**config.mk**
```make
export PLATFORM = sky130hd
export DESIGN_NAME = wb_bridge_rx_master_flat
export DESIGN_NICKNAME = d
export VERILOG_FILES = /design/src/rtl/wb_bridge_rx_master_if.sv /design/src/rtl/wb_bridge_rx_master.sv /design/src/flat_wrapper.sv
export SDC_FILE = /design/constraint.sdc
export NUM_CORES = 1
export LEC_CHECK = 0
export CORE_MARGIN = 3
export CORE_UTILIZATION = 41
export DETAILED_ROUTE_END_ITERATION = 6
export GPL_ROUTABILITY_DRIVEN = 0
export HOLD_SLACK_MARGIN = 0.06
export PLACE_DENSITY = 0.87
export SLEW_MARGIN = 20
export SYNTH_ARGS = -nofsm -noshare
export SYNTH_HDL_FRONTEND = slang
export SYNTH_SLANG_ARGS = --single-unit
```
**constraint.sdc**
```tcl
create_clock -name clk -period 3.1 [get_ports clk]
set_clock_uncertainty 0.2 [all_clocks]
set_input_delay 0.93 -clock clk [delete_from_list [all_inputs] [get_ports clk]]
set_output_delay 0.93 -clock clk [all_outputs]
set_load 0.01 [all_outputs]
```
**src/rtl/wb_bridge_rx_master_if.sv**
```systemverilog
// Wishbone classic bus bundle between the bridge receiver master and its
// destination slave. The master drives cycle/strobe/address/data/select/we,
// the slave answers with read data, ack and err.
interface wb_bridge_rx_master_if #(
   parameter int DW = 32,
   parameter int AW = 32
);
   logic            wbm_cyc_o;
   logic            wbm_stb_o;
   logic            wbm_we_o;
   logic [AW-1:0]   wbm_adr_o;
   logic [DW/8-1:0] wbm_sel_o;
   logic [DW-1:0]   wbm_dat_o;
   logic [DW-1:0]   wbm_dat_i;
   logic            wbm_ack_i;
   logic            wbm_err_i;

   modport master (
      output wbm_cyc_o, wbm_stb_o, wbm_we_o, wbm_adr_o, wbm_sel_o, wbm_dat_o,
      input  wbm_dat_i, wbm_ack_i, wbm_err_i
   );

   modport slave (
      input  wbm_cyc_o, wbm_stb_o, wbm_we_o, wbm_adr_o, wbm_sel_o, wbm_dat_o,
      output wbm_dat_i, wbm_ack_i, wbm_err_i
   );
endinterface

```
**src/rtl/wb_bridge_rx_master.sv**
```systemverilog
// Far-side consumer of the bridge receiver: turns each request word into one
// Wishbone classic cycle and returns a {err, data} response word. A bus
// timeout guarantees that every accepted request yields exactly one response.
module wb_bridge_rx_master #(
   parameter int DW      = 32,
   parameter int AW      = 32,
   parameter int TIMEOUT = 1024
) (
   input  logic                   clk,
   input  logic                   reset,
   input  logic [DW/8+AW+DW:0]    rdata,
   input  logic                   vo,
   wb_bridge_rx_master_if.master  wb,
   output logic [DW:0]            sdata,
   output logic                   vi,
   input  logic                   snt,
   output logic                   busy,
   output logic                   overrun
);

   localparam int SW = DW / 8;
   localparam int PW = 1 + SW + AW + DW;

   // Last counter value before a forced error; irrelevant when the timeout is off.
   localparam logic        TO_EN_C   = (TIMEOUT > 32'sd0);
   localparam logic [15:0] TO_LAST_C = 16'((TIMEOUT > 32'sd0) ? (TIMEOUT - 32'sd1) : 32'sd0);

   typedef enum logic [1:0] {
      ST_IDLE = 2'd0,
      ST_BUS  = 2'd1,
      ST_RESP = 2'd2,
      ST_WSNT = 2'd3
   } state_t;

   state_t          state_r, state_s;
   logic [15:0]     cnt_r, cnt_s;
   logic            cyc_r, cyc_s;
   logic            we_r, we_s;
   logic [AW-1:0]   adr_r, adr_s;
   logic [SW-1:0]   sel_r, sel_s;
   logic [DW-1:0]   dat_r, dat_s;
   logic [DW:0]     sdata_r, sdata_s;
   logic            vi_r, vi_s;
   logic            busy_r, busy_s;
   logic            overrun_r, overrun_s;

   // Next-state and next-output decode; every target starts from its held value.
   always_comb begin
      state_s   = state_r;
      cnt_s     = cnt_r;
      cyc_s     = cyc_r;
      we_s      = we_r;
      adr_s     = adr_r;
      sel_s     = sel_r;
      dat_s     = dat_r;
      sdata_s   = sdata_r;
      vi_s      = 1'b0;
      overrun_s = overrun_r;

      // A request arriving while anything is in flight is lost; remember that.
      if (vo && (state_r != ST_IDLE)) begin
         overrun_s = 1'b1;
      end else begin
         overrun_s = overrun_r;
      end

      case (state_r)
         ST_IDLE: begin
            if (vo) begin
               we_s    = rdata[PW-1];
               sel_s   = rdata[PW-2 -: SW];
               adr_s   = rdata[AW+DW-1 -: AW];
               dat_s   = rdata[DW-1:0];
               cnt_s   = 16'd0;
               cyc_s   = 1'b1;
               state_s = ST_BUS;
            end else begin
               state_s = ST_IDLE;
            end
         end
         ST_BUS: begin
            // Slave error beats ack, and any slave answer beats the timeout.
            if (wb.wbm_err_i) begin
               sdata_s = {1'b1, {DW{1'b0}}};
               cyc_s   = 1'b0;
               vi_s    = 1'b1;
               state_s = ST_RESP;
            end else if (wb.wbm_ack_i) begin
               sdata_s = {1'b0, (we_r ? {DW{1'b0}} : wb.wbm_dat_i)};
               cyc_s   = 1'b0;
               vi_s    = 1'b1;
               state_s = ST_RESP;
            end else if (TO_EN_C && (cnt_r == TO_LAST_C)) begin
               sdata_s = {1'b1, {DW{1'b0}}};
               cyc_s   = 1'b0;
               vi_s    = 1'b1;
               state_s = ST_RESP;
            end else begin
               cnt_s   = cnt_r + 16'd1;
            end
         end
         ST_RESP: begin
            if (snt) begin
               state_s = ST_IDLE;
            end else begin
               state_s = ST_WSNT;
            end
         end
         ST_WSNT: begin
            if (snt) begin
               state_s = ST_IDLE;
            end else begin
               state_s = ST_WSNT;
            end
         end
         default: begin
            state_s = ST_IDLE;
            cyc_s   = 1'b0;
         end
      endcase

      busy_s = (state_s != ST_IDLE);
   end

   // State register.
   always_ff @(posedge clk) begin
      if (reset) begin
         state_r <= ST_IDLE;
      end else begin
         state_r <= state_s;
      end
   end

   // Registered bus, response and status outputs plus the timeout counter.
   always_ff @(posedge clk) begin
      if (reset) begin
         cnt_r     <= 16'd0;
         cyc_r     <= 1'b0;
         we_r      <= 1'b0;
         adr_r     <= {AW{1'b0}};
         sel_r     <= {SW{1'b0}};
         dat_r     <= {DW{1'b0}};
         sdata_r   <= {(DW+1){1'b0}};
         vi_r      <= 1'b0;
         busy_r    <= 1'b0;
         overrun_r <= 1'b0;
      end else begin
         cnt_r     <= cnt_s;
         cyc_r     <= cyc_s;
         we_r      <= we_s;
         adr_r     <= adr_s;
         sel_r     <= sel_s;
         dat_r     <= dat_s;
         sdata_r   <= sdata_s;
         vi_r      <= vi_s;
         busy_r    <= busy_s;
         overrun_r <= overrun_s;
      end
   end

   assign wb.wbm_cyc_o = cyc_r;
   assign wb.wbm_stb_o = cyc_r;
   assign wb.wbm_we_o  = we_r;
   assign wb.wbm_adr_o = adr_r;
   assign wb.wbm_sel_o = sel_r;
   assign wb.wbm_dat_o = dat_r;
   assign sdata        = sdata_r;
   assign vi           = vi_r;
   assign busy         = busy_r;
   assign overrun      = overrun_r;

endmodule

```
**src/flat_wrapper.sv**
```systemverilog
// flat-port wrapper written by rule: the top's interface ports become plain ports
module wb_bridge_rx_master_flat 
#(
   parameter int DW      = 32,
   parameter int AW      = 32,
   parameter int TIMEOUT = 1024
)
  (clk, reset, rdata, vo, sdata, vi, snt, busy, overrun, wb_wbm_cyc_o, wb_wbm_stb_o, wb_wbm_we_o, wb_wbm_adr_o, wb_wbm_sel_o, wb_wbm_dat_o, wb_wbm_dat_i, wb_wbm_ack_i, wb_wbm_err_i);
  wb_bridge_rx_master_if #(.DW(DW), .AW(AW)) wb_i ();
  input  logic clk;
  input  logic reset;
  input  logic [DW/8+AW+DW:0] rdata;
  input  logic vo;
  output logic [DW:0] sdata;
  output logic vi;
  input  logic snt;
  output logic busy;
  output logic overrun;
  output wire logic [$bits(wb_i.wbm_cyc_o)-1:0] wb_wbm_cyc_o;
  output wire logic [$bits(wb_i.wbm_stb_o)-1:0] wb_wbm_stb_o;
  output wire logic [$bits(wb_i.wbm_we_o)-1:0] wb_wbm_we_o;
  output wire logic [$bits(wb_i.wbm_adr_o)-1:0] wb_wbm_adr_o;
  output wire logic [$bits(wb_i.wbm_sel_o)-1:0] wb_wbm_sel_o;
  output wire logic [$bits(wb_i.wbm_dat_o)-1:0] wb_wbm_dat_o;
  input wire logic [$bits(wb_i.wbm_dat_i)-1:0] wb_wbm_dat_i;
  input wire logic [$bits(wb_i.wbm_ack_i)-1:0] wb_wbm_ack_i;
  input wire logic [$bits(wb_i.wbm_err_i)-1:0] wb_wbm_err_i;
  assign wb_wbm_cyc_o = wb_i.wbm_cyc_o;
  assign wb_wbm_stb_o = wb_i.wbm_stb_o;
  assign wb_wbm_we_o = wb_i.wbm_we_o;
  assign wb_wbm_adr_o = wb_i.wbm_adr_o;
  assign wb_wbm_sel_o = wb_i.wbm_sel_o;
  assign wb_wbm_dat_o = wb_i.wbm_dat_o;
  assign wb_i.wbm_dat_i = wb_wbm_dat_i;
  assign wb_i.wbm_ack_i = wb_wbm_ack_i;
  assign wb_i.wbm_err_i = wb_wbm_err_i;
  wb_bridge_rx_master #(.DW(DW), .AW(AW), .TIMEOUT(TIMEOUT)) u_core (.clk(clk), .reset(reset), .rdata(rdata), .vo(vo), .wb(wb_i), .sdata(sdata), .vi(vi), .snt(snt), .busy(busy), .overrun(overrun));
endmodule
```
After elaboration in Yosys (flattened, before gate mapping)
Cells that the tools add are included.

Add/subtract/negate cells: 1. Equality and inequality tests: 9. Mux-type cells: 23. Bitwise logic cells: 1. Reduce and logical (&&, ||, !) cells: 12.

Operator list (count): 33-bit two-way mux (3); 16-bit two-way mux (4); 32-bit two-way mux (1); 16-bit case mux with 2 select lines (1); 16-bit by 1-bit adder with 16-bit output (second input constant) (1); 16-bit by 10-bit == test with 1-bit output (second input constant) (1); 1-bit two-way mux (8); 2-bit two-way mux (4); 2-bit != test (second input constant) (4); 2-bit case mux with 3 select lines (1); 2-bit nonzero test (3); 5-bit AND reduction (1); 2-bit == test (second input constant) (2); 4-bit by 3-bit != test with 1-bit output (second input constant) (1); 2-bit AND reduction (2); 2-bit OR reduction (2); 3-bit AND reduction (1); 3-bit nonzero test (1); 2-bit by 1-bit == test with 1-bit output (second input constant) (1); 2-bit zero test (1); 1-bit case mux with 2 select lines (1); 1-bit logical AND (1); 1-bit inverter (1).

Register bits after elaboration: 124. Bits of input ports: 107. Output and inout port bits: 107. Word-level logic and storage cells: 57.

Depth between registers and ports, before layout
Gate-level depths: netlist of the first run.

Word-level depth: 6. Mapped depth: 6. Depth with buffers taken out: 5.

Least setup slack after synthesis of the first run
No wires, ideal clock.

Path kind: register to register. Start: register u_core.cnt_r[0]. End: register u_core.sdata_r[22], in the netlist u_core.sdata[22]. Setup time: 0.117 ns. Arrival time: 2.227 ns. Required time: 2.783 ns. Setup slack: 0.556 ns. Stages on the path, launching flop included: 7. Buffers on the path: 1. Period minus slack after synthesis: 2.544 ns. Cells stage by stage: dfxtp_1 -> ha_1 -> or4bb_1 -> or4_4 -> a21o_4 -> buf_6 -> a32o_1.

Longest elaborated chain between the ends: 3.

RTL lines: start, declared (RTL line wb_bridge_rx_master.sv:36) `logic [15:0] cnt_r, cnt_s;`; start signal, assigned (RTL line wb_bridge_rx_master.sv:148) `cnt_r <= cnt_s;`; 16-bit by 10-bit == test with 1-bit output (RTL line wb_bridge_rx_master.sv:93) `end else if (TO_EN_C && (cnt_r == TO_LAST_C)) begin`; 3-bit nonzero test (no line); 2-bit AND reduction (no line); end signal, assigned (RTL line wb_bridge_rx_master.sv:143) `sdata_r <= {(DW+1){1'b0}};`; end signal, assigned (RTL line wb_bridge_rx_master.sv:154) `sdata_r <= sdata_s;`; end, declared (RTL line wb_bridge_rx_master.sv:42) `logic [DW:0] sdata_r, sdata_s;`.

No other way between the ends. A chain may end at the register's enable or synchronous reset.

Worst setup path in the final report of the first run
Start: register u_core.cnt_r[0]. End: register u_core.sdata_r[27], in the netlist u_core.sdata[27].

Same word-level chain as after synthesis.

==> impl_metrics.json, run 1 <==
{
  "outcome": "completed",
  "muxShareOfSynthArea": 0.00224,
  "clock.fmax_ghz": 0.367,
  "cts_tree": "done",
  "synth-compound-area-share": 0.209,
  "synth-simple-area-share": 0.187,
  "firstDrtPassIters": 5,
  "cts_resized": 0,
  "slew_headroom": 0.508,
  "syn_to_final_growth_pct": 62.1,
  "grt_pass1_vias": 4481,
  "ant_nets": 0,
  "pin_count": 214,
  "viasPerCell": 5.32,
  "synth_area_leader_cell": "dfxtp_1",
  "synth.most_common_cell": "nand2_1",
  "rows": 37,
  "htree_levels": 4,
  "drc": 0,
  "synth_edf_count": 0,
  "grt_max_degree": 48,
  "antenna_found_initial": 0,
  "die_area_sq_mm": 0.0122,
  "end_kind": "register",
  "hold_violations": 0,
  "ys_warn_count": 0,
  "synth_area_leaders": "dfxtp_1 56%, nand2_1 12%, a21oi_1 10%",
  "netlist_top_cells_count": "145 x nand2_1, 124 x dfxtp_1, 90 x a21oi_1, 33 x clkbuf_1, 32 x a32o_1",
  "avgSynthCellArea_sq_um": 8.92,
  "p_leak_nw": 2.58,
  "ys_seq_area_frac": 0.556,
  "path_class": "reg -> reg",
  "layout.cells.non_filler": 851,
  "syn_nets": 609,
  "port_buffers": 213,
  "path_clk_slew_ps": 60,
  "numCtsBuffers": 17,
  "rsz0062_at_grt": "false",
  "dr_total_vias": 4531,
  "core_area_sq_mm": 0.0105,
  "ys_ff_latch": 124,
  "netlist.area_leader.share": 0.556,
  "num_antenna_cells": 0,
  "critPathLaunchType": "register",
  "hold_path_class": "reg -> reg",
  "worstMarginPinSlew_ps": 735,
  "place_hpwl_mm": 10.0,
  "drv_slew": 0,
  "drtIter0Drc": 268,
  "cts_root_buf": "clkbuf_8",
  "synthCells": 501,
  "worstPathArrival_ps": 2910,
  "grt_usage": 0.231,
  "die_y_microns": 110,
  "placedCellCount": 822,
  "p_per_area_mw_per_mm2": 566,
  "drive_above_1_share": 0.0671,
  "synth_cell_types": 34,
  "routedWlPerCell_microns": 16.7,
  "critPathRequiredTime_ps": 3290,
  "cts_hold_buf": 0,
  "ir_drop_uv": 349,
  "grt.overflow.total": 0,
  "clockBufferDepth": 2,
  "routed_wl_mm": 14.2,
  "initial_core_util": 0.427,
  "synth_xor_area_frac": 0,
  "fin_crit_ps": 2720,
  "clkSinkCount": 124,
  "setup_tns_ps": 0,
  "netlist_area_sq_mm": 0.00447,
  "fin_crit_sh": 0.879,
  "synth-main-ff-cell": "dfxtp_1",
  "synth_top_family_by_area": "compound AO/OA/AOI/OAI gates",
  "cp_max_fo": 33,
  "die_x_microns": 110,
  "maxCapViolCount": 0,
  "clk-insertion-delay-late_ps": 510,
  "nets": 813,
  "cts_setup_buffers": 0,
  "async_flop_share": 0,
  "yosys.area_share.adder": 0.00280,
  "setup_viol": 0,
  "grt_pass1_wl_mm": 21.7
}
-- worst paths after layout --
| kind | depth (start not counted) | endpoint | slack [ps] | startpoint |
|---|---|---|---|---|
| max | 5 | u_core.sdata[27] | 380 | u_core.cnt_r[0] |
| min | 2 | u_core.wb.wbm_dat_o[28] | 260 | u_core.wb.wbm_dat_o[28] |
| max reg2reg | 5 | u_core.sdata[27] | 380 | u_core.cnt_r[0] |
| min reg2reg | 2 | u_core.wb.wbm_dat_o[28] | 260 | u_core.wb.wbm_dat_o[28] |
-- logic make-up after synthesis --
group	after synthesis
mux	1
compound gates	144
fa+ha+maj	1
simple gates	187
buf+inv	44
flops	124
-- flip-flops by register name, summed over array words and instances, names as in the netlist, 2 cells and up --
register and flops:
u_core.state_r 2, u_core.sdata 33, u_core.wb.wbm_sel_o 4, u_core.wb.wbm_dat_o 32, u_core.cnt_r 16, u_core.wb.wbm_adr_o 32
-- cells in the final DEF (no fill, tap or decap), types with 2 or more instances in the layout --
| master | netlist | final |
|---|---|---|
| dfxtp_1 | 124 | 124 |
| nand2b_1 | 4 | 4 |
| o21ai_0 | 5 | 5 |
| or4_4 | 2 | 2 |
| nand2_1 | 145 | 144 |
| clkdlybuf4s50_1 | 0 | 212 |
| nor2_1 | 4 | 4 |
| or4_1 | 10 | 10 |
| clkinv_2 | 0 | 4 |
| bufinv_16 | 0 | 2 |
| buf_4 | 1 | 10 |
| nand4_1 | 3 | 3 |
| clkbuf_8 | 0 | 3 |
| o211ai_1 | 3 | 3 |
| a21oi_1 | 90 | 90 |
| nor4_2 | 1 | 2 |
| or3_1 | 5 | 5 |
| o31ai_1 | 10 | 10 |
| clkinvlp_4 | 0 | 2 |
| a32o_1 | 32 | 32 |
| nand3_1 | 6 | 6 |
| clkbuf_1 | 33 | 2 |
| clkbuf_16 | 0 | 16 |
| inv_1 | 4 | 4 |
-- where the power goes --
group	total (mW)	internal (mW)	switching (mW)	leakage, nW
sequential	1.72	1.67	0.0439	1.01
clock	1.82	1.16	0.654	0.265
combinational	0.560	0.309	0.251	1.30
-- through the flow --
stage	area (sq um)	utilization	setup WS, ps	power (mW)	hold WS [ps]
2_1_floorplan	4470	-	556	1.96	239
4_1_cts	7240	0.692	375	4.14	256
3_5_place_dp	6700	0.640	53.8	2.31	248
5_1_grt	7240	0.692	300	4.26	275
6_report	7240	0.692	376	4.10	256
3_3_place_gp	6700	0.640	124	2.29	238
-- metal layers --
layer / global-route usage / wire, microns
met5: 0 / 0
met4: 0.0941 / 303
met3: 0.0827 / 992
met2: 0.416 / 7680
met1: 0.245 / 5220
-- worst max-delay path, cell delays in order, from the launching register on --
cell	delay (ps)
dfxtp_1	370
ha_1	200
or4bb_1	560
or4_4	590
a21o_4	360
a32o_1	310
-- layout make-up --
type	count	area, sq um
clock inverters	8	95.1
well taps	136	170
inverters	5	18.8
fillers	810	3220
multi-input cells	333	1810
repair buffers	224	2220
flip-flops and latches	124	2480
clock buffers	21	449
Note: power is estimated with default switching activity, not from simulation.
==> inputs of run 2 (changes only) <==
--- a/config.mk
+++ b/config.mk
@@ -5,12 +5,13 @@
 export SDC_FILE = /design/constraint.sdc
 export NUM_CORES = 1
 export LEC_CHECK = 0
+export CAP_MARGIN = 10
 export CORE_MARGIN = 3
 export CORE_UTILIZATION = 41
 export DETAILED_ROUTE_END_ITERATION = 6
 export GPL_ROUTABILITY_DRIVEN = 0
 export HOLD_SLACK_MARGIN = 0.06
-export PLACE_DENSITY = 0.87
+export PLACE_DENSITY = 0.81
 export SLEW_MARGIN = 20
 export SYNTH_ARGS = -nofsm -noshare
 export SYNTH_HDL_FRONTEND = slang
==> run 2 against run 1 <==
Critical path type unchanged. Clock-buffer cell count decreased by 1. Die area stayed put. Worst hold slack worse by 4.3 ps. Worst setup slack got worse by 18 ps.
==> impl_metrics.json, run 2 (synthesis results as in run 1) <==
{
  "hold_violations": 0,
  "fin_crit_sh": 0.884,
  "dr_total_vias": 4488,
  "path_clk_slew_ps": 60,
  "antenna_found_initial": 0,
  "grt.overflow.total": 0,
  "ir_drop_uv": 443,
  "cts_hold_buf": 0,
  "drv_slew": 0,
  "clockBufferDepth": 2,
  "critPathLaunchType": "register",
  "firstDrtPassIters": 5,
  "ant_nets": 0,
  "die_area_sq_mm": 0.0122,
  "htree_levels": 4,
  "setup_tns_ps": 0,
  "hold_path_class": "reg -> reg",
  "rows": 37,
  "die_x_microns": 110,
  "routedWlPerCell_microns": 16.5,
  "grt_max_degree": 59,
  "crit_family": "simple AND/OR/NAND/NOR gates",
  "die_y_microns": 110,
  "worstRegToRegCells": 5,
  "p_per_area_mw_per_mm2": 588,
  "fin_crit_ps": 2740,
  "critPathMaxStageDelay_ps": 590,
  "crit_buf_inv": 0,
  "met1_usage": 0.263,
  "cp_max_fo": 33,
  "drtIter0Drc": 349,
  "finalCoreUtilization": 0.703,
  "routed_wl_mm": 14.1,
  "nets": 815,
  "setup_viol": 0,
  "initial_core_util": 0.427,
  "cts_resized": 0,
  "grt.met3_usage": 0.0786,
  "viasPerCell": 5.24,
  "path_class": "reg -> reg",
  "port_buffers": 213,
  "fin_hold_ws_ps": 252,
  "clk-insertion-delay-late_ps": 500,
  "end_kind": "register",
  "hold_path_depth": 2,
  "slew_headroom": 0.484,
  "clkSinkCount": 124,
  "drc": 0,
  "p_leak_nw": 2.64,
  "numCtsBuffers": 17,
  "num_antenna_cells": 0,
  "worstPathArrival_ps": 2930,
  "place_hpwl_mm": 9.96,
  "rsz0062_at_grt": "false",
  "pin_count": 214,
  "clock.fmax_ghz": 0.365,
  "core_area_sq_mm": 0.0105,
  "cp.depth": 5,
  "cpMaxStageDelayCell": "or4_4",
  "path_cells": "ha_1 -> or4bb_1 -> or4_4 -> a21o_4 -> a32o_1",
  "syn_to_final_growth_pct": 64.5,
  "cts_tree": "done",
  "final_cell_mix": "212 x clkdlybuf4s50_1, 144 x nand2_1, 124 x dfxtp_1, 90 x a21oi_1, 32 x a32o_1",
  "outcome": "completed",
  "grt_usage": 0.232,
  "grt.busiest_layer": "met2",
  "cts_setup_buffers": 0,
  "grt_pass1_wl_mm": 21.9,
  "largest_reg_flops": 33,
  "worstMarginPinSlew_ps": 771,
  "grt_pass1_vias": 4420,
  "grt_use_met2": 0.404,
  "critPathRequiredTime_ps": 3290,
  "cts_root_buf": "clkbuf_8",
  "drive_above_1_share": 0.0764,
  "final_common_cell": "clkdlybuf4s50_1",
  "maxCapViolCount": 0
}
[run 2: worst paths after layout]
| path | slack [ps] | end | startpoint |
|---|---|---|---|
| worst max-delay path | 360 | u_core.sdata[31] | u_core.cnt_r[0] |
| worst min register to register | 250 | u_core.wb.wbm_adr_o[22] | u_core.wb.wbm_adr_o[22] |
| worst min-delay path | 250 | u_core.wb.wbm_adr_o[22] | u_core.wb.wbm_adr_o[22] |
| worst max register to register | 360 | u_core.sdata[31] | u_core.cnt_r[0] |
[run 2: power breakdown]
group	switching, mW	internal (mW)	total [mW]
Sequential	0.0436	1.67	1.72
Clock	0.682	1.36	2.04
Combinational	0.250	0.311	0.562
Total	0.976	3.35	4.32
[run 2: per-stage QoR]
step	power [mW]	worst slack (ps)	cells	area (sq um)
3_3_place_gp	2.30	147	824	6730
6_report	4.32	359	856	7350
2_1_floorplan	1.96	556	501	4470
4_1_cts	4.36	361	856	7350
5_1_grt	4.49	280	856	7350
3_5_place_dp	2.31	27.1	824	6730
[run 2: layer usage]
layer / routed length, microns / share of wire
met5: 0 / 0
met4: 182 / 0.013
met3: 933 / 0.066
met2: 7710 / 0.55
met1: 5310 / 0.38
[run 2: layout make-up]
type / instances / area [sq um]
multi-input cells: 333 / 1810
clock inverters: 12 / 168
clock buffers: 20 / 455
inverters: 5 / 18.8
fillers: 807 / 3110
well taps: 136 / 170
repair buffers: 226 / 2250
flip-flops and latches: 124 / 2480
[run 2: worst register-to-register path, delay by kind of cell, from the launching register on]
family	cells	cell delay (ps)
AND/OR/NAND/NOR	2	1150
AO/OA/AOI/OAI	2	680
flip-flops	1	390
adder cells (fa/ha/maj)	1	210
==> inputs of run 3 (changes only) <==
--- a/config.mk
+++ b/config.mk
@@ -10,6 +10,7 @@
 export CORE_UTILIZATION = 41
 export DETAILED_ROUTE_END_ITERATION = 6
 export GPL_ROUTABILITY_DRIVEN = 0
+export GPL_TIMING_DRIVEN = 0
 export HOLD_SLACK_MARGIN = 0.06
 export PLACE_DENSITY = 0.81
 export SLEW_MARGIN = 20
==> run 3 against run 2 <==
Worst setup slack lost 48 ps. Sequential power is essentially flat. Sequential cell count is the same. Register-to-register slack is essentially flat. Clock power shrank 2%. Maximum frequency shrank 1.7%. Worst hold slack gained 1.2 ps. Utilization grew 0.12 points. First-iteration DRC count shrank 46%.
==> impl_metrics.json, run 3 (synthesis results as in run 1) <==
{
  "outcome": "completed",
  "cts_root_buf": "clkbuf_8",
  "cts_setup_buffers": 0,
  "p_per_area_mw_per_mm2": 583,
  "worstMarginPinSlew_ps": 809,
  "fin_crit_ps": 2790,
  "grt.overflow.total": 0,
  "rrSetupSlack_ps": 350,
  "grt_usage": 0.240,
  "pin_count": 214,
  "ant_nets": 0,
  "routedWlPerCell_microns": 16.8,
  "ir_drop_uv": 405,
  "nets": 840,
  "clock.fmax_ghz": 0.359,
  "die_x_microns": 110,
  "path_clk_slew_ps": 60,
  "fin_crit_sh": 0.900,
  "cts_hold_buf": 0,
  "cts_resized": 0,
  "drc": 0,
  "clkSinkCount": 124,
  "viasPerCell": 5.31,
  "die_y_microns": 110,
  "clk-insertion-delay-late_ps": 500,
  "largest_reg_flops": 33,
  "grt_max_degree": 17,
  "path_class": "in -> reg",
  "finalCoreUtilization": 0.704,
  "final.fill_count": 813,
  "htree_levels": 4,
  "critPathLaunchType": "primary input",
  "dr_total_vias": 4674,
  "syn_to_final_growth_pct": 64.8,
  "port_buffers": 212,
  "setup_tns_ps": 0,
  "firstDrtPassIters": 7,
  "num_antenna_cells": 0,
  "critPathRequiredTime_ps": 3330,
  "hold_path_depth": 2,
  "cp_max_fo": 10,
  "core_area_sq_mm": 0.0105,
  "hold_path_class": "reg -> reg",
  "final_common_cell": "clkdlybuf4s50_1",
  "hp-start": "u_core.wb.wbm_dat_o[29]",
  "p_leak_nw": 2.61,
  "worstPathArrival_ps": 3020,
  "clockBufferDepth": 2,
  "initial_core_util": 0.427,
  "die_area_sq_mm": 0.0122,
  "routed_wl_mm": 14.8,
  "worstRegToRegCells": 6,
  "grt_pass1_wl_mm": 22.5,
  "hold_violations": 0,
  "cts_tree": "done",
  "timing.rr.start": "u_core.cnt_r[0]",
  "rows": 37,
  "fin_hold_ws_ps": 253,
  "grt_pass1_vias": 4638,
  "numCtsBuffers": 17,
  "slew_headroom": 0.456,
  "place_hpwl_mm": 10.9,
  "drive_above_1_share": 0.0551,
  "final_cell_mix": "212 x clkdlybuf4s50_1, 145 x nand2_1, 124 x dfxtp_1, 90 x a21oi_1, 34 x clkbuf_1",
  "rsz0062_at_grt": "false",
  "antenna_found_initial": 0,
  "drv_slew": 0,
  "power_mw": 4.29,
  "maxCapViolCount": 0,
  "worst_r2r_endpoint": "u_core.cnt_r[1]",
  "end_kind": "register",
  "hold_end": "u_core.wb.wbm_dat_o[29]",
  "setup_viol": 0,
  "drtIter0Drc": 187
}
==> run 3: metrics by stage <==
stage / cell area (sq um) / instances / setup WS [ps]
floorplan: 4470 / 501 / 556
global placement: 6760 / 849 / -83.0
detailed placement: 6760 / 849 / -134
CTS: 7360 / 880 / 331
global route: 7360 / 880 / 94.3
finish: 7360 / 880 / 311
==> run 3: worst max-delay path by stage <==
stage	start	to	slack (ps)	cells after the start
4_1_cts	wb_wbm_ack_i	u_core.cnt_r[11]	330	6
3_3_place_gp	wb_wbm_ack_i	u_core.cnt_r[13]	-80	6
3_5_place_dp	wb_wbm_ack_i	u_core.cnt_r[11]	-130	6
6_report	wb_wbm_ack_i	u_core.cnt_r[11]	310	6
5_1_grt	wb_wbm_ack_i	u_core.cnt_r[11]	90	6
2_1_floorplan	u_core.cnt_r[0]	u_core.sdata[22]	560	6
==> run 3: worst max-delay path, cell delays in order <==
cell	delay, ps
clkdlybuf4s50_1	470
nor4b_2	520
nand4_1	230
clkbuf_1	270
or4_1	450
a21oi_1	150
==> run 3: power breakdown <==
part           internal [mW]  leakage (nW)  switching [mW]
registers               1.67          1.01          0.0436
clock network           1.32         0.289           0.685
logic                  0.314          1.31           0.259
==> run 3: routing by layer <==
layer  part of all wire  GRT usage
met3              0.076     0.0844
met5                  0          0
met1               0.36      0.257
met4              0.021     0.0906
met2               0.54      0.432
==> run 3: layout make-up <==
type / count / area (sq um) / area share
buffer: 39 / 174 / 0.0236
clock buffer: 19 / 432 / 0.0586
timing repair buffer: 212 / 2120 / 0.288
inverter: 5 / 18.8 / 0.00255
clock inverter: 12 / 171 / 0.0233
tap: 136 / 170 / 0.0231
sequential: 124 / 2480 / 0.337
multi-input combinational: 333 / 1790 / 0.244
